--- src/rtl/pwd_cracker_pkg.sv ---
// Shared constants, index-to-ASCII map and worker FSM encoding for the password cracker.
// Combinational helpers only; no state and no flow control.
package pwd_cracker_pkg;

  localparam int CHARSET_SIZE = 36;
  localparam int PWD_LEN      = 4;
  localparam int IDX_W        = 6;
  localparam int CHAR_W       = 8;
  localparam int CNT_W        = 21;
  localparam int PWD_W        = PWD_LEN * CHAR_W;

  localparam logic [IDX_W-1:0] IDX_MAX = IDX_W'(CHARSET_SIZE - 1);

  typedef logic [IDX_W-1:0]  idx_t;
  typedef logic [CHAR_W-1:0] char_t;
  typedef logic [PWD_W-1:0]  pwd_t;

  typedef enum logic [1:0] {
    ST_IDLE   = 2'd0,
    ST_SEARCH = 2'd1,
    ST_DRAIN  = 2'd2,
    ST_FIN    = 2'd3
  } worker_state_t;

  // 0-25 -> 'a'-'z', 26-35 -> '0'-'9'
  function automatic char_t idx2ascii(input idx_t idx);
    if (idx < 6'd26) return 8'h61 + {2'b00, idx};
    else             return 8'h30 + {2'b00, idx} - 8'd26;
  endfunction

endpackage

--- src/rtl/pwd_index_counter.sv ---
// Four-digit base-36 odometer: load seeds {from,0,0,0}, each enable steps the lowest digit.
// Indices are registered; last is combinational from the current count, no backpressure.
module pwd_index_counter
  import pwd_cracker_pkg::*;
(
  input  logic                   clk,
  input  logic                   rst,
  input  logic                   load,
  input  logic                   en,
  input  idx_t                   from_idx,
  input  idx_t                   to_idx,
  output idx_t [PWD_LEN-1:0]     idx,
  output logic                   last
);

  idx_t                to_q;
  idx_t [PWD_LEN-1:0]  nxt;
  logic                carry;

  // idx[PWD_LEN-1] is char0 (slowest), idx[0] is char3 (fastest)
  always_comb begin
    nxt   = idx;
    carry = 1'b1;
    for (int i = 0; i < PWD_LEN; i++) begin
      if (carry) begin
        if (idx[i] == IDX_MAX) begin
          nxt[i] = '0;
        end else begin
          nxt[i] = idx[i] + IDX_W'(1);
          carry  = 1'b0;
        end
      end
    end
  end

  always_comb begin
    last = (idx[PWD_LEN-1] == to_q);
    for (int i = 0; i < PWD_LEN - 1; i++) begin
      if (idx[i] != IDX_MAX) last = 1'b0;
    end
  end

  always_ff @(posedge clk or negedge rst) begin
    if (!rst) begin
      idx  <= '0;
      to_q <= '0;
    end else if (load) begin
      idx  <= {from_idx, {((PWD_LEN-1)*IDX_W){1'b0}}};
      to_q <= to_idx;
    end else if (en) begin
      idx  <= nxt;
    end
  end

endmodule

--- src/rtl/range_search_worker.sv ---
// Brute-force range worker: one candidate per clock through index -> ASCII -> compare stages.
// Result for candidate k lands two edges after it is issued; start is ignored while busy.
module range_search_worker
  import pwd_cracker_pkg::*;
(
  input  logic                      clk,
  input  logic                      rst,
  input  logic                      start,
  input  logic [IDX_W-1:0]          from_idx,
  input  logic [IDX_W-1:0]          to_idx,
  input  logic [PWD_LEN*CHAR_W-1:0] target,
  input  logic                      abort,
  output logic                      busy,
  output logic                      found,
  output logic [PWD_LEN*CHAR_W-1:0] match_pwd,
  output logic                      done,
  output logic [CNT_W-1:0]          tried
);

  worker_state_t        state;
  pwd_t                 target_q;
  pwd_t                 cand_ascii;
  pwd_t                 s1_pwd;
  logic                 s0_vld;
  logic                 s1_vld;
  logic                 s1_hit;
  logic                 accept;
  logic                 range_ok;
  logic                 cnt_en;
  idx_t [PWD_LEN-1:0]   cnt_idx;
  logic                 cnt_last;

  assign accept   = start && ((state == ST_IDLE) || (state == ST_FIN));
  assign range_ok = (from_idx <= to_idx) && (to_idx <= IDX_MAX);
  assign cnt_en   = (state == ST_SEARCH) && s0_vld;
  assign s1_hit   = s1_vld && (s1_pwd == target_q);

  pwd_index_counter u_cnt (
    .clk      (clk),
    .rst      (rst),
    .load     (accept),
    .en       (cnt_en),
    .from_idx (from_idx),
    .to_idx   (to_idx),
    .idx      (cnt_idx),
    .last     (cnt_last)
  );

  always_comb begin
    cand_ascii = '0;
    for (int i = 0; i < PWD_LEN; i++) begin
      cand_ascii[i*CHAR_W +: CHAR_W] = idx2ascii(cnt_idx[i]);
    end
  end

  always_ff @(posedge clk or negedge rst) begin
    if (!rst) begin
      state     <= ST_IDLE;
      busy      <= 1'b0;
      found     <= 1'b0;
      done      <= 1'b0;
      match_pwd <= '0;
      tried     <= '0;
      target_q  <= '0;
      s0_vld    <= 1'b0;
      s1_vld    <= 1'b0;
      s1_pwd    <= '0;
    end else begin
      case (state)
        ST_IDLE, ST_FIN: begin
          if (start) begin
            found     <= 1'b0;
            done      <= 1'b0;
            tried     <= '0;
            match_pwd <= '0;
            target_q  <= target;
            busy      <= 1'b1;
            s1_vld    <= 1'b0;
            // A bad range issues nothing and retires from DRAIN on the next edge
            if (range_ok) begin
              state  <= ST_SEARCH;
              s0_vld <= 1'b1;
            end else begin
              state  <= ST_DRAIN;
              s0_vld <= 1'b0;
            end
          end
        end
        ST_SEARCH, ST_DRAIN: begin
          if (s1_vld) tried <= tried + CNT_W'(1);
          s1_pwd <= cand_ascii;
          s1_vld <= s0_vld;
          if (s0_vld && cnt_last) begin
            s0_vld <= 1'b0;
            state  <= ST_DRAIN;
          end
          // A match at the same edge as abort still reports the match
          if (s1_hit) begin
            found     <= 1'b1;
            match_pwd <= s1_pwd;
            done      <= 1'b1;
            busy      <= 1'b0;
            s0_vld    <= 1'b0;
            s1_vld    <= 1'b0;
            state     <= ST_FIN;
          end else if (abort || (state == ST_DRAIN)) begin
            done   <= 1'b1;
            busy   <= 1'b0;
            s0_vld <= 1'b0;
            s1_vld <= 1'b0;
            state  <= ST_FIN;
          end
        end
        default: state <= ST_IDLE;
      endcase
    end
  end

endmodule
--- config.mk ---
export PLATFORM = sky130hd
export DESIGN_NAME = range_search_worker
export DESIGN_NICKNAME = d
export VERILOG_FILES = /design/src/rtl/pwd_cracker_pkg.sv /design/src/rtl/pwd_index_counter.sv /design/src/rtl/range_search_worker.sv
export SDC_FILE = /design/constraint.sdc
export NUM_CORES = 1
export LEC_CHECK = 0
export CAP_MARGIN = 10
export CORE_UTILIZATION = 41
export CTS_CLUSTER_SIZE = 10
export DETAILED_ROUTE_END_ITERATION = 12
export PLACE_DENSITY = 0.66
export SLEW_MARGIN = 20
export SYNTH_ARGS = -nofsm -noshare
export SYNTH_HDL_FRONTEND = slang
export SYNTH_SLANG_ARGS = --single-unit
--- constraint.sdc ---
create_clock -name clk -period 2.7 [get_ports clk]
set_input_delay 0.405 -clock clk [delete_from_list [all_inputs] [get_ports clk]]
set_output_delay 0.405 -clock clk [all_outputs]
set_load 0.01 [all_outputs]
## Word-level counts from Yosys, hierarchy flattened

Index checks and enable logic that the tools add are counted.

- Bits in registers: 154
- Input port bits: 48
- Output and inout port bits: 56

- $add $sub $neg: 17
- Magnitude comparators: 6
- Equality and inequality tests: 17
- Mux-type cells: 52
- Reduce and logical (&&, ||, !) cells: 22

Operators by type and width:

| operator | count |
|---|---|
| $mux 32 | 2 |
| $pmux 32 s2 | 1 |
| $mux 24 | 2 |
| $mux 21 | 2 |
| $mux 6 | 7 |
| $pmux 21 s2 | 1 |
| $add 7x6->8 const A | 4 |
| $eq 32x32->1 | 1 |
| $mux 8 | 4 |
| $sub 7x5->8 const B | 4 |
| $add 6x6->7 const A | 4 |
| $add 6x1->6 const B | 4 |
| $eq 6x6->1 const B | 4 |
| $lt 6x5->1 const B | 4 |
| $mux 1 | 22 |
| $add 21x1->21 const B | 1 |
| $ne 6x6->1 const B | 3 |
| $reduce_and 2->1 | 8 |
| $mux 2 | 5 |
| $pmux 1 s2 | 5 |
| $reduce_bool 2->1 | 4 |
| $eq 6x6->1 | 1 |
| $le 6x6->1 | 1 |
| $le 6x6->1 const B | 1 |
| other kinds (10) | 19 |

## Depth between registers and ports, before layout

Gate-level depths: netlist (run 1).

- Word-level depth: 9
- Gate-level depth with buffers: 9
- Mapped depth without buffers: 7

## By module

From an unflattened synthesis (run 1), not the netlist that was laid out.

- Cell total of the unflattened synthesis: 865
- Area total of the unflattened synthesis: 7916.3 um^2

Modules (own cells, without submodules):

| module | times used | cells each | area an instance (um^2) | seq. area each (um^2) |
|---|---|---|---|---|
| range_search_worker | 1 | 696 | 6227.2 | 3103.0 |
| pwd_index_counter | 1 | 169 | 1689.1 | 750.7 |

## Worst setup path before layout (run 1)

OpenSTA, ideal clock, no wires.

- Path type: register -> register
- From: register state[0]
- To: register tried[17]
- Library setup time: 0.120 ns
- Arrival: 1.853 ns
- Path slack: 0.727 ns
- Cell stages (with the launch flop): 8
- Path buffers: 0
- Period minus slack after synthesis: 1.973 ns
- Cells stage by stage: dfrtp_1 -> inv_1 -> ha_1 -> mux2_2 -> nand4_1 -> nor3_1 -> a21oi_1 -> a31o_2

- Cells in the longest elaborated chain, start to end: 4
- Elaborated cells between the ends (all ways): 10

RTL lines:

| item | line | RTL |
|---|---|---|
| from (decl) | range_search_worker.sv:20 | `worker_state_t state;` |
| from (signal assigned) | range_search_worker.sv:58 | `state <= ST_IDLE;` |
| from (signal assigned) | range_search_worker.sv:81 | `state <= ST_SEARCH;` |
| from (signal assigned) | range_search_worker.sv:84 | `state <= ST_DRAIN;` |
| $eq 2x1->1 (tied with other cells) | range_search_worker.sv:69 | `case (state)` |
| $reduce_or 2->1 | range_search_worker.sv:69 |  |
| $ne 2x2->1 (no source line) | n/a |  |
| $reduce_and 2->1 (no source line) | n/a |  |
| to (signal assigned) | range_search_worker.sv:90 | `if (s1_vld) tried <= tried + CNT_W'(1);` |
| to (decl) | range_search_worker.sv:17 | `output logic [CNT_W-1:0] tried` |

Parallel ways exist; a longest one is shown, timed or not.
A chain may end at the register's enable or synchronous reset.

## Worst setup path in the final report (run 1)

- From: register state[0]
- To: register u_cnt.idx[9] in the netlist's numbering

- Cells in the longest elaborated chain, start to end: 5
- Elaborated cells between the ends (all ways): 10

RTL lines:

| item | line | RTL |
|---|---|---|
| $eq 2x2->1 / $logic_not 2->1 (equally long branches) | range_search_worker.sv:33 | `assign accept = start && ((state == ST_IDLE) \|\| (state == ST_FIN));` |
| $logic_or 1x1->1 | range_search_worker.sv:33 |  |
| $logic_and 1x1->1 | range_search_worker.sv:33 |  |
| $reduce_bool 2->1 (no source line) | n/a |  |
| $reduce_and 2->1 (no source line) | n/a |  |
| to (signal assigned) | pwd_index_counter.sv:48 | `idx <= {from_idx, {((PWD_LEN-1)*IDX_W){1'b0}}};` |
| to (signal assigned) | pwd_index_counter.sv:51 | `idx <= nxt;` |
| to (decl) | pwd_index_counter.sv:12 | `output idx_t [PWD_LEN-1:0] idx,` |

Parallel ways exist; a longest one is shown, timed or not.

==> results of run 1 <==
==> critical path, delay by kind of cell, from the launching register on <==
family | cells | cell delay (ns)
fa+ha+maj | 1 | 0.46
compound gates | 2 | 0.49
simple gates | 2 | 0.86
buf+inv | 1 | 0.06
flops | 1 | 0.40
==> cell usage in the layout (no fill, tap or decap), types with 15 or more instances in the layout <==
master           instances
o21ai_0                 76
dfrtp_1                154
xnor2_1                 37
xor2_1                  29
ha_1                    20
clkdlybuf4s50_1        102
inv_1                   60
nand3_1                 15
nand2_1                211
clkbuf_16               17
nor2_1                  30
mux2i_1                 40
a21oi_1                 30
==> per-stage QoR <==
step,power (mW),std cells,util (%),setup WS [ns]
finish,9.30,1236,52.2,0.314
global route,10.0,1236,52.2,0.0388
CTS,9.38,1236,52.2,0.276
detailed placement,6.92,1203,48.9,0.209
global placement,6.85,1203,48.9,0.280
floorplan,5.85,876,-,0.727
==> state kept, by name, summed over array words and instances (netlist names) <==
register	cells
busy	1
done	1
found	1
match_pwd	32
s0_vld	1
s1_pwd	32
s1_vld	1
state	2
target_q	32
tried	21
u_cnt.idx	24
u_cnt.to_q	6
==> per-layer routing <==
layer | wire [um] | vias to the layer above | share of wire (%)
met5 | 0 | - | 0
met4 | 180 | 0 | 0.95
met3 | 831 | 13 | 4.4
met2 | 8490 | 131 | 45
met1 | 9440 | 2933 | 50
li1 | - | 3109 | -
==> final timing paths <==
path	startpoint	to	slack [ns]	cells after the start
worst min-delay path	rst	u_cnt.to_q[4]	0.42	2
min in group clk	found	found	0.47	2
worst max-delay path	state[0]	u_cnt.idx[9]	0.31	6
worst min register to register	found	found	0.47	2
worst max register to register	state[0]	u_cnt.idx[9]	0.31	6
max in group asynchronous	rst	s1_pwd[7]	1.56	3
==> logic make-up (layout without fill, tap and decap cells) <==
logic type / after synthesis / after routing / share of synthesized area, %
xor gates and xnor gates: 66 / 66 / 7.25
AOI/OAI and AO/OA: 151 / 151 / 11.3
DFF: 154 / 154 / 48.3
muxes: 41 / 41 / 5.16
and+or+nand+nor: 333 / 333 / 19.2
adders and majority gates: 21 / 21 / 3.30
buffers and inverters: 110 / 210 / 5.43
==> layout make-up <==
type	count	area share [%]
repair buffers	118	11.8
multi-input cells	612	37.4
clock inverters	15	1.85
inverters	60	2.28
flip-flops and latches	154	39.1
clock buffers	17	4.31
well taps	260	3.30
==> power by group through the flow <==
stage          sequential, mW  clock (mW)  combinational (mW)
6_report                 3.59        2.42                3.29
5_1_grt                  3.67        2.58                3.76
4_1_cts                  3.58        2.47                3.34
3_5_place_dp             3.61           0                3.30
3_3_place_gp             3.60           0                3.25
2_1_floorplan            3.36           0                2.49
==> qor.csv, run 1 <==
metric,value,unit
status,"finished, final reports clean",
use_met3,3.78,%
die_h,141,um
tightest_slew,0.608,ns
internal_power,5.51,mW
htreeDepth,4,
grt.total_usage,19.9,%
vias,6186,
grt_pass1_vias,5738,
criticalPathCategory,register to register,
crit_fanout,19,
slew_headroom,59.3,%
avgSynthCellArea,9.10,um2
yosysTopAreaCell,dfrtp_1,
synth.area.top_cells,"dfrtp_1 48%, nand2_1 10%, mux2i_1 5.0%",
synth_edf_count,0,
postCtsResizedCells,0,
finalCritPeriodShare,88.4,%
synthTopCellsByCount,"212 x nand2_1, 154 x dfrtp_1, 76 x o21ai_0",
grtUsageMet2,29.8,%
grt_pass1_wl,31100,um
io_pins,104,
port_buffers,103,
cts_sinks,154,
hold_violations,0,
final_area,9860,um2
ant_nets,0,
ys_async_sr_fraction,100,%
skew,0.0134,ns
comb_power_share,35.4,%
synthFlopType,dfrtp_1,
clk_latency,0.43,ns
finalWirelength,18900,um
startpoint_type,register,
postCtsHoldBufs,1,
fin_crit,2.39,ns
leakagePower,4.56,nW
multi_input_area,3690,um2
min_path_type,input pin to asynchronous set/reset pin,
synth_top_area_share,48.3,%
placed_area,9250,um2
critPathRequiredTime,3.02,ns
die_x,141,um
synth_cell_types,56,
crit_path_max_incr_delay,0.46,ns
finalMaxSlewViolations,0,
rows,50,
holdWs,0.418,ns
ys_seq_area_share,48.3,%
antenna_found_initial,0,
area.growth.synth_to_final,23.7,%
rsz0062_at_grt,no,
mappedNetlistArea,7970,um2
fillers,1772,
synth_most_common_cell,nand2_1,
netSwitchingPower,3.79,mW
dp_hpwl,13400,um
switching_share,40.7,%
place_congestion,0.829,
vdd_drop_max,0.527,mV
tns,0,ns
seqCellArea,3850,um2
yosys_register_bits,154,
slowest_stage,ha_2,
antennaDiodeCount,0,
dr.pass1.iters,4,
numCtsBuffers,17,
final_layout_size_suffix_gt1_share,6.66,%
globalRouteMet1Util,29.3,%
ctsRootBufferMaster,clkbuf_16,
wire_per_inst,15.3,um
cp.arrival,2.71,ns
busiest_layer,met2,
die_area,20000,um2
clk_pin_slew,0.07,ns
syn_inst,876,
coreArea,18900,um2
p_seq_share,38.6,%
clkPwrFrac,26.0,%
cts_setup_buffers,0,
end_kind,register,
max-clock-path-buffers,2,
path_cells,inv_1 -> ha_2 -> and2_2 -> a21oi_1 -> or2_2 -> o31ai_1,
viasPerCell,5.00,
overflow,0,
grt_start_max_net_pins,65,
cts_tree,yes,
max_freq,419,MHz
dr.first_iter.drc_count,381,
initial_core_util,42.2,%
finalSetupViolCount,0,
powerDensity,943,nW/um2
syn_nets,945,
max-cap-violations,0,
ys_warn_count,0,
drc,0,
nets,1032,
(Power assumes the default switching activity.)
==> inputs of run 2 (changes only) <==
--- a/config.mk
+++ b/config.mk
@@ -5,7 +5,6 @@
 export SDC_FILE = /design/constraint.sdc
 export NUM_CORES = 1
 export LEC_CHECK = 0
-export CAP_MARGIN = 10
 export CORE_UTILIZATION = 41
 export CTS_CLUSTER_SIZE = 10
 export DETAILED_ROUTE_END_ITERATION = 12
==> results of run 2 <==
The final DEF is identical to that of run 1; final timing and power are the same.
